<file path="config.mk">
export PLATFORM = sky130hd
export DESIGN_NAME = acc_ping
export DESIGN_NICKNAME = d
export VERILOG_FILES = /design/src/rtl/acc_ping.sv
export SDC_FILE = /design/constraint.sdc
export NUM_CORES = 1
export LEC_CHECK = 0
export ABC_AREA = 1
export CORE_MARGIN = 2
export CORE_UTILIZATION = 55
export DETAILED_ROUTE_END_ITERATION = 8
export HOLD_SLACK_MARGIN = 0.08
export PLACE_DENSITY = 0.79
export SYNTH_ARGS = -nofsm -noshare
export SYNTH_HDL_FRONTEND = slang
export SYNTH_SLANG_ARGS = --single-unit
</file>
<file path="constraint.sdc">
create_clock -name clk_line -period 4.16 [get_ports clk_line]
set_clock_uncertainty 0.1 [all_clocks]
set_input_delay 0.832 -clock clk_line [delete_from_list [all_inputs] [get_ports clk_line]]
set_output_delay 0.832 -clock clk_line [all_outputs]
set_load 0.005 [all_outputs]
</file>
<file path="src/rtl/acc_ping.sv">
// acc_ping: initiator for a NoC loopback tile. Sends numbered two-beat request
// packets one at a time, checks every echoed response against what was sent
// and keeps sent/ok/bad/latency statistics behind a small register window.
module acc_ping #(
  parameter int XY_SZ     = 3,
  parameter int OFFSET_SZ = 12
) (
  input  logic               clk_line,
  input  logic               clk_line_rst_low,
  input  logic [2*XY_SZ-1:0] HsrcId,
  input  logic               stream_out_TREADY,
  output logic               stream_out_TVALID,
  output logic [31:0]        stream_out_TDATA,
  output logic [3:0]         stream_out_TKEEP,
  output logic               stream_out_TLAST,
  input  logic               stream_in_TVALID,
  input  logic [31:0]        stream_in_TDATA,
  input  logic [3:0]         stream_in_TKEEP,
  input  logic               stream_in_TLAST,
  output logic               stream_in_TREADY,
  input  logic               mem_valid_axi,
  input  logic [31:0]        mem_addr_axi,
  input  logic [31:0]        mem_wdata_axi,
  input  logic               mem_wstrb_axi,
  output logic [31:0]        mem_rdata_axi
);

  localparam int IdW = 2 * XY_SZ;

  typedef enum logic [2:0] {IDLE, SEND_HDR, SEND_PLD, WAIT_RSP, DONE} state_t;

  state_t         state_q;
  logic [IdW-1:0] dest_q;
  logic [15:0]    count_q, timeout_q, sent_q, ok_q, bad_q, lat_q, seq_q, latCnt_q;
  logic [31:0]    seed_q, rspHdr_q, outData_q;
  logic           timeoutErr_q, abortPend_q, inBeat_q, outVld_q, outLast_q;

  logic [3:0]  regIdx;
  logic        wrEn, startReq, abortReq, outFire, busy;
  logic        rspDone, rspGood;
  logic [31:0] rspHdrEff, firstHdr_d, nextHdr_d, curPld_d;
  logic [15:0] seqInc_d, latInc_d;
  logic        unusedBits;

  function automatic logic [15:0] satInc(input logic [15:0] v);
    return (v == 16'hFFFF) ? v : v + 16'd1;
  endfunction

  assign regIdx   = mem_addr_axi[5:2];
  assign wrEn     = mem_valid_axi & mem_wstrb_axi;
  assign startReq = wrEn && (regIdx == 4'd0) && mem_wdata_axi[0];
  assign abortReq = wrEn && (regIdx == 4'd0) && mem_wdata_axi[1];
  assign outFire  = outVld_q & stream_out_TREADY;
  assign busy     = (state_q == SEND_HDR) || (state_q == SEND_PLD) || (state_q == WAIT_RSP);

  // A single-beat response (TLAST on the first beat) uses that beat as its own header.
  assign rspDone   = stream_in_TVALID & stream_in_TLAST;
  assign rspHdrEff = inBeat_q ? rspHdr_q : stream_in_TDATA;
  assign rspGood   = (state_q == WAIT_RSP)
                   && (rspHdrEff[IdW-1:0] == HsrcId)
                   && (rspHdrEff[IdW+OFFSET_SZ +: IdW] == dest_q)
                   && (rspHdrEff[IdW +: OFFSET_SZ] == seq_q[OFFSET_SZ-1:0])
                   && (stream_in_TDATA == curPld_d);

  assign seqInc_d   = seq_q + 16'd1;
  assign latInc_d   = satInc(latCnt_q);
  assign curPld_d   = seed_q + {16'b0, seq_q};
  assign firstHdr_d = {8'h01, HsrcId, {OFFSET_SZ{1'b0}}, dest_q};
  assign nextHdr_d  = {8'h01, HsrcId, seqInc_d[OFFSET_SZ-1:0], dest_q};

  assign unusedBits = ^{stream_in_TKEEP, mem_addr_axi[31:6], mem_addr_axi[1:0],
                        rspHdrEff[31:2*IdW+OFFSET_SZ]};

  assign stream_out_TVALID = outVld_q;
  assign stream_out_TDATA  = outData_q;
  assign stream_out_TLAST  = outLast_q;
  assign stream_out_TKEEP  = 4'hF;
  assign stream_in_TREADY  = 1'b1;

  // Configuration registers written from the register window.
  always_ff @(posedge clk_line) begin
    if (!clk_line_rst_low) begin
      dest_q    <= '0;
      count_q   <= '0;
      seed_q    <= '0;
      timeout_q <= '0;
    end else if (wrEn) begin
      case (regIdx)
        4'd1: dest_q    <= mem_wdata_axi[IdW-1:0];
        4'd2: count_q   <= mem_wdata_axi[15:0];
        4'd3: seed_q    <= mem_wdata_axi;
        4'd4: timeout_q <= mem_wdata_axi[15:0];
        default: ;
      endcase
    end
  end

  // Response beat tracker: remember the first beat of a packet as its header.
  always_ff @(posedge clk_line) begin
    if (!clk_line_rst_low) begin
      inBeat_q <= 1'b0;
      rspHdr_q <= '0;
    end else if (stream_in_TVALID) begin
      if (stream_in_TLAST) begin
        inBeat_q <= 1'b0;
      end else if (!inBeat_q) begin
        rspHdr_q <= stream_in_TDATA;
        inBeat_q <= 1'b1;
      end
    end
  end

  // Ping FSM with registered stream outputs and statistics counters.
  always_ff @(posedge clk_line) begin
    if (!clk_line_rst_low) begin
      state_q      <= IDLE;
      seq_q        <= '0;
      sent_q       <= '0;
      ok_q         <= '0;
      bad_q        <= '0;
      lat_q        <= '0;
      latCnt_q     <= '0;
      timeoutErr_q <= 1'b0;
      abortPend_q  <= 1'b0;
      outVld_q     <= 1'b0;
      outData_q    <= '0;
      outLast_q    <= 1'b0;
    end else begin
      if (rspDone) begin
        if (rspGood) ok_q  <= satInc(ok_q);
        else         bad_q <= satInc(bad_q);
      end
      case (state_q)
        IDLE, DONE: begin
          if (abortReq) begin
            state_q <= IDLE;
          end else if (startReq) begin
            sent_q       <= '0;
            ok_q         <= '0;
            bad_q        <= '0;
            lat_q        <= '0;
            latCnt_q     <= '0;
            seq_q        <= '0;
            timeoutErr_q <= 1'b0;
            abortPend_q  <= 1'b0;
            if (count_q == 16'd0) begin
              state_q <= DONE;
            end else begin
              state_q   <= SEND_HDR;
              outVld_q  <= 1'b1;
              outLast_q <= 1'b0;
              outData_q <= firstHdr_d;
            end
          end
        end
        SEND_HDR: begin
          if (abortReq) abortPend_q <= 1'b1;
          if (outFire) begin
            state_q   <= SEND_PLD;
            outData_q <= curPld_d;
            outLast_q <= 1'b1;
          end
        end
        SEND_PLD: begin
          if (outFire) begin
            sent_q      <= satInc(sent_q);
            latCnt_q    <= '0;
            outVld_q    <= 1'b0;
            outLast_q   <= 1'b0;
            outData_q   <= '0;
            abortPend_q <= 1'b0;
            state_q     <= (abortPend_q || abortReq) ? IDLE : WAIT_RSP;
          end else if (abortReq) begin
            abortPend_q <= 1'b1;
          end
        end
        WAIT_RSP: begin
          latCnt_q <= latInc_d;
          if (abortReq) begin
            state_q <= IDLE;
          end else if (rspDone) begin
            lat_q <= latInc_d;
            seq_q <= seqInc_d;
            if (seqInc_d >= count_q) begin
              state_q <= DONE;
            end else begin
              state_q   <= SEND_HDR;
              outVld_q  <= 1'b1;
              outLast_q <= 1'b0;
              outData_q <= nextHdr_d;
            end
          end else if ((timeout_q != 16'd0) && (latInc_d >= timeout_q)) begin
            timeoutErr_q <= 1'b1;
            state_q      <= DONE;
          end
        end
        default: state_q <= IDLE;
      endcase
    end
  end

  // Register read mux, purely from the address.
  always_comb begin
    mem_rdata_axi = '0;
    case (regIdx)
      4'd1: mem_rdata_axi = {{(32-IdW){1'b0}}, dest_q};
      4'd2: mem_rdata_axi = {16'b0, count_q};
      4'd3: mem_rdata_axi = seed_q;
      4'd4: mem_rdata_axi = {16'b0, timeout_q};
      4'd5: mem_rdata_axi = {29'b0, timeoutErr_q, state_q == DONE, busy};
      4'd6: mem_rdata_axi = {16'b0, sent_q};
      4'd7: mem_rdata_axi = {16'b0, ok_q};
      4'd8: mem_rdata_axi = {16'b0, bad_q};
      4'd9: mem_rdata_axi = {16'b0, lat_q};
      default: mem_rdata_axi = '0;
    endcase
  end

endmodule

</file>
==> results of run 1 <==
==> metal layers <==
metal  share of wire  vias up
met4           0.064        0
met2            0.46      777
met3           0.075      170
li1                -     8218
met5               0        -
met1            0.40     7781
==> cell families after synthesis <==
| group | count (synthesis) | share of synthesized area |
|---|---|---|
| AND/OR/NAND/NOR | 1141 | 0.329 |
| flip-flops | 230 | 0.308 |
| buffers and inverters | 415 | 0.108 |
| other | 1 | 0.000251 |
| XOR/XNOR | 32 | 0.0197 |
| AO/OA/AOI/OAI | 507 | 0.189 |
| adder cells (fa/ha/maj) | 54 | 0.0457 |
==> placed cells by master (no fill, tap or decap), types with 6 or more instances in the layout <==
| cell | synthesis | layout |
|---|---|---|
| a211oi_1 | 23 | 23 |
| clkdlybuf4s50_1 | 0 | 145 |
| dfxtp_1 | 230 | 229 |
| buf_4 | 9 | 65 |
| xnor2_1 | 8 | 8 |
| nor3_1 | 35 | 30 |
| nor2_1 | 212 | 207 |
| clkbuf_16 | 0 | 27 |
| nor3_2 | 1 | 6 |
| clkbuf_8 | 0 | 6 |
| a21oi_1 | 209 | 208 |
| a31oi_1 | 22 | 22 |
| nand3_2 | 6 | 7 |
| a221oi_1 | 20 | 20 |
| nand3_1 | 166 | 165 |
| nor4_1 | 11 | 11 |
| nand2_2 | 13 | 15 |
| o21ai_0 | 172 | 170 |
| o22ai_1 | 25 | 25 |
| xor2_1 | 23 | 23 |
| nor2_2 | 10 | 14 |
| nand4_1 | 45 | 45 |
| nand3b_1 | 17 | 17 |
| ha_1 | 53 | 52 |
| nand2_1 | 608 | 606 |
| inv_1 | 327 | 326 |
==> state kept, by name, summed over array words and instances (netlist names), 3 cells and up <==
register	cells
bad_q	16
dest_q	6
stream_out_TDATA	32
seed_q	32
seq_q	16
ok_q	16
count_q	16
lat_q	16
rspHdr_q	24
state_q	3
sent_q	16
timeout_q	16
latCnt_q	16
==> area by class of cell <==
class | instances | area, um2
fillers | 2401 | 8750
clock buffers | 36 | 769
inverters | 336 | 1260
well taps | 341 | 427
flip-flops and latches | 230 | 4610
multi-input cells | 1739 | 8810
clock inverters | 14 | 200
repair buffers | 212 | 1980
==> where the power goes <==
part / internal [mW] / switching, mW
clock network: 1.56 / 1.01
logic: 0.593 / 0.984
registers: 2.38 / 0.146
total: 4.53 / 2.14
==> critical path, delay by kind of cell <==
family          cells  cell delay [ns]
compound gates      2             0.36
buf+inv             5             1.41
simple gates        3             0.43
==> timing repair <==
action                                  CTS  global route
gates resized for setup                   1            17
buffers inserted                          0             2
pin swaps                                 0             1
endpoints found under the setup margin    1            42
==> metrics by stage <==
step                setup slack (ns)  area [um2]  hold WS [ns]
finish                         0.190       18100         0.344
global placement               0.161       17000         0.331
detailed placement            0.0545       17000         0.336
CTS                           0.0600       18000         0.345
floorplan                      0.547       15000         0.340
global route                 -0.0543       18100         0.363
==> final timing paths <==
check / cells after the start / end
max: 10 / mem_rdata_axi[11]
min: 2 / stream_out_TDATA[24]
max reg2reg: 22 / stream_out_TDATA[2]
min reg2reg: 2 / stream_out_TDATA[24]
==> results_dict.tcl, run 1 <==
set metrics [dict create \
    tritoncts_clock_tree "done" \
    grt_overflow_total 0 \
    static-leakage-power_nw 7.73 \
    worstHoldPathType "reg2reg" \
    f_max_mhz 252 \
    syn_to_final_growth_pct 20.7 \
    post_synth_edffs 0 \
    critical_path.endpoint_type "output port" \
    hpwl_after_detailed_placement_um 44200 \
    clock-root-buffer "clkbuf_16" \
    use_met3 0.0472 \
    timing_hold_violations_final 0 \
    most_used_dff_post_synth "dfxtp_1" \
    post_drt_via_cell_ratio 5.83 \
    grt_pass1_wl_um 86200 \
    yosys_warnings 0 \
    ctsHoldBuffers 0 \
    stdcell_count 2908 \
    final.period_utilization 0.954 \
    design.core.area_mm2 0.0268 \
    syn_area_per_cell_um2 6.28 \
    netlist.top_cell.by_area "dfxtp_1" \
    drtIter0Drc 1645 \
    crit_required_ns 3.23 \
    num_io_pins 184 \
    die_height_um 169 \
    grt.total_usage 0.385 \
    grt_busiest_layer "met2" \
    full_die_area_mm2 0.0285 \
    die_w_um 169 \
    cts-root-to-sink-buffers 3 \
    cts.reportedPaths.clkPinSlew_ns 0.06 \
    slew_headroom 0.338 \
    cp-start-kind "input pin" \
    crit_slowest_cell "clkdlybuf4s50_1" \
    postLayoutCoreUtil 0.674 \
    synth_top_cell_area_share 0.308 \
    syn-instance-count 2380 \
    run_status "finished clean" \
    synthArstFlopShare 0 \
    synth_cell_types 57 \
    detail-route-antenna-nets 0 \
    yosysSeqAreaShare 0.308 \
    clock_sink_count 230 \
    site_row_count 60 \
    dr_total_vias 16900 \
    drcViolationCount 0 \
    worst-slew-pin-transition_ns 0.991 \
    netlist_area_mm2 0.0150 \
    finalMaxSlewViolations 0 \
    final_sum_of_negative_setup_slack_ns 0 \
    cell_count_after_placement 2856 \
    number_of_antenna_violations_at_the_first_check_in_global_routing 0 \
    endpoint_arrival_time_on_the_critical_path_ns 3.04 \
    grt_max_degree 60 \
    clock_tree.htree_level_count 1 \
    clock_latency_at_the_later_pin_of_the_worst_skew_pair_ns 0.57 \
    critical_path_peak_fanout 17 \
    final-setup-viol-count 0 \
    grt_use_met2 0.652 \
    yosys-top-cells-area "dfxtp_1 (31%), nand2_1 (15%), inv_1 (8.2%)" \
    regToRegStartpoint "seq_q[3]" \
    wirelength_um 56100 \
    gpl.final_weighted_congestion 1.02 \
    crit_chain "clkdlybuf4s50_1 -> nor2_1 -> inv_1 -> nor2_2 -> inv_1 -> buf_4 -> o22ai_1 -> a21oi_1 -> nand2_1 -> clkdlybuf4s50_1" \
    yosys.cell_count.top_type "nand2_1" \
    final_layout_size_suffix_gt1_frac 0.0682 \
    synth.cells.most_frequent "nand2_1 (608), inv_1 (327), dfxtp_1 (230), nor2_1 (212), a21oi_1 (209)" \
    period_needed_ns 3.97 \
    final_net_count 2713 \
    vias_in_the_first_global_route 15900 \
    peakVddDrop_v 0.000430 \
    post-layout-total-power_mw 6.67 \
    setup.worst_path.class "in2out" \
    cellPowerDensity_mw_per_mm2 369 \
    worst-r2r-setup-slack_ns 0.21 \
    drt_first_pass_iters 5 \
    cts_made_buffers 27 \
    detail_route.wl_per_cell_um 19.3 \
    synth.ff_latch_count 230 \
    cp-startpoint "mem_addr_axi[4]" \
    worst_hold_startpoint "stream_out_TDATA[24]" \
    maxCapViolations 0 \
    initial_core_util 0.558 \
    gr-usage-met1 0.476 \
    n_antenna_cell 0 \
    cp_slowest_stage_delay_ns 0.52 \
    buffer_ports.inserted 146 \
]
No activity file was read; power rests on OpenSTA's default activity.
==> inputs of run 2 (changes only) <==
--- a/config.mk
+++ b/config.mk
@@ -9,6 +9,7 @@
 export CORE_MARGIN = 2
 export CORE_UTILIZATION = 55
 export DETAILED_ROUTE_END_ITERATION = 8
+export GPL_ROUTABILITY_DRIVEN = 0
 export HOLD_SLACK_MARGIN = 0.08
 export PLACE_DENSITY = 0.79
 export SYNTH_ARGS = -nofsm -noshare
==> run 2 against run 1 <==
Flip-flop and latch count is the same; die area is the same; critical path depth shrank 1; critical path type unchanged.
==> results_dict.tcl, run 2 (synthesis results as in run 1) <==
set metrics [dict create \
    drcViolationCount 0 \
    final-setup-viol-count 0 \
    critical_path.endpoint_type "output port" \
    final_net_count 2684 \
    slew_headroom 0.364 \
    die_height_um 169 \
    final.period_utilization 0.965 \
    initial_core_util 0.558 \
    layout_common_cells "nand2_1 (606), inv_1 (325), dfxtp_1 (229)" \
    cp-start-kind "input pin" \
    drtIter0Drc 1695 \
    postLayoutCoreUtil 0.659 \
    crit_slowest_cell "clkdlybuf4s50_1" \
    cts.reportedPaths.clkPinSlew_ns 0.06 \
    final_common_cell "nand2_1" \
    clock_latency_at_the_later_pin_of_the_worst_skew_pair_ns 0.56 \
    grt_max_degree 50 \
    tritoncts_clock_tree "done" \
    hpwl_after_detailed_placement_um 40700 \
    clock_tree.htree_level_count 1 \
    crit_chain "clkdlybuf4s50_1 -> nor2_1 -> inv_1 -> nor2_1 -> inv_2 -> o22ai_1 -> a211oi_1 -> o221ai_1 -> clkdlybuf4s50_1" \
    vias_in_the_first_global_route 15700 \
    number_of_antenna_violations_at_the_first_check_in_global_routing 0 \
    grt.total_usage 0.352 \
    stdcell_count 2874 \
    wirelength_um 51800 \
    maxCapViolations 0 \
    clock_sink_count 230 \
    cell_count_after_placement 2830 \
    wl_met1_um 20100 \
    period_needed_ns 4.01 \
    final_layout_size_suffix_gt1_frac 0.0529 \
    worst-slew-pin-transition_ns 0.953 \
    cts-root-to-sink-buffers 3 \
    cellPowerDensity_mw_per_mm2 355 \
    critical_path_peak_fanout 14 \
    run_status "finished clean" \
    setup.worst_path.class "in2out" \
    n_antenna_cell 0 \
    cp_top_family "buffers and inverters" \
    site_row_count 60 \
    worstHoldPathType "reg2reg" \
    topRoutingLayerUsed "met4" \
    ctsHoldBuffers 0 \
    dr_total_vias 16900 \
    peakVddDrop_v 0.000429 \
    grt_overflow_total 0 \
    finalMaxSlewViolations 0 \
    timing_hold_violations_final 0 \
    worst-r2r-setup-slack_ns 0.25 \
    grt_pass1_wl_um 79800 \
    drt_first_pass_iters 8 \
    clock-root-buffer "clkbuf_16" \
    syn_to_final_growth_pct 18.1 \
    post_drt_via_cell_ratio 5.89 \
    num_io_pins 184 \
    detail-route-antenna-nets 0 \
    full_die_area_mm2 0.0285 \
    cts_made_buffers 25 \
    static-leakage-power_nw 7.51 \
    f_max_mhz 249 \
    crit_required_ns 3.23 \
    buffer_ports.inserted 146 \
    dr_wl_met3_um 4990 \
    cp_slowest_stage_delay_ns 0.54 \
    die_w_um 169 \
    routed_length_on_met2_um 22900 \
    endpoint_arrival_time_on_the_critical_path_ns 3.08 \
    timing.critical_path.buf_inv 4 \
    detail_route.wl_per_cell_um 18.0 \
    design.core.area_mm2 0.0268 \
]
[run 2: worst min-delay path: cells and delay by family (launching register included)]
family / cells / cell delay [ns]
buffers and inverters: 1 / 0.05
DFF: 1 / 0.31
AOI/OAI and AO/OA: 1 / 0.05
[run 2: final timing paths]
path / start / end / depth (start not counted)
max reg2reg: seq_q[0] / ok_q[9] / 21
min reg2reg: stream_out_TDATA[14] / stream_out_TDATA[14] / 2
min: stream_out_TDATA[14] / stream_out_TDATA[14] / 2
max: mem_addr_axi[4] / mem_rdata_axi[13] / 9
[run 2: metrics by stage]
step	TNS (ns)	hold slack, ns	total power, mW	setup WS [ns]	cell area [um2]
after global placement	0	0.331	3.98	0.134	16800
after CTS	0	0.344	6.23	0.0986	17600
after global routing	-0.234	0.369	6.52	-0.119	17700
after detailed placement	0	0.335	4.02	0.0413	16800
final	0	0.343	6.27	0.145	17700
after floorplan	0	0.340	3.41	0.547	15000
[run 2: report_power, final]
part,switching [mW],total [mW],internal (mW)
Clock,0.943,2.23,1.29
Combinational,0.938,1.51,0.574
Sequential,0.146,2.52,2.38
Total,2.03,6.27,4.24
[run 2: routing by layer]
layer,vias up,global-route usage
li1,8131,-
met3,217,0.0510
met2,939,0.581
met5,-,0
met4,0,0.220
met1,7650,0.434
[run 2: timing repair]
item / in CTS / in global routing
resized for setup: 1 / 14
setup endpoints to repair: 2 / 44
setup buffers: 0 / 1
[run 2: cell type report]
| type | instances | area, um2 |
|---|---|---|
| clock buffers | 36 | 697 |
| clock inverters | 7 | 100 |
| fillers | 2470 | 9150 |
| inverters | 336 | 1260 |
| multi-input cells | 1739 | 8800 |
| flip-flops and latches | 230 | 4610 |
| well taps | 341 | 427 |
| repair buffers | 185 | 1760 |
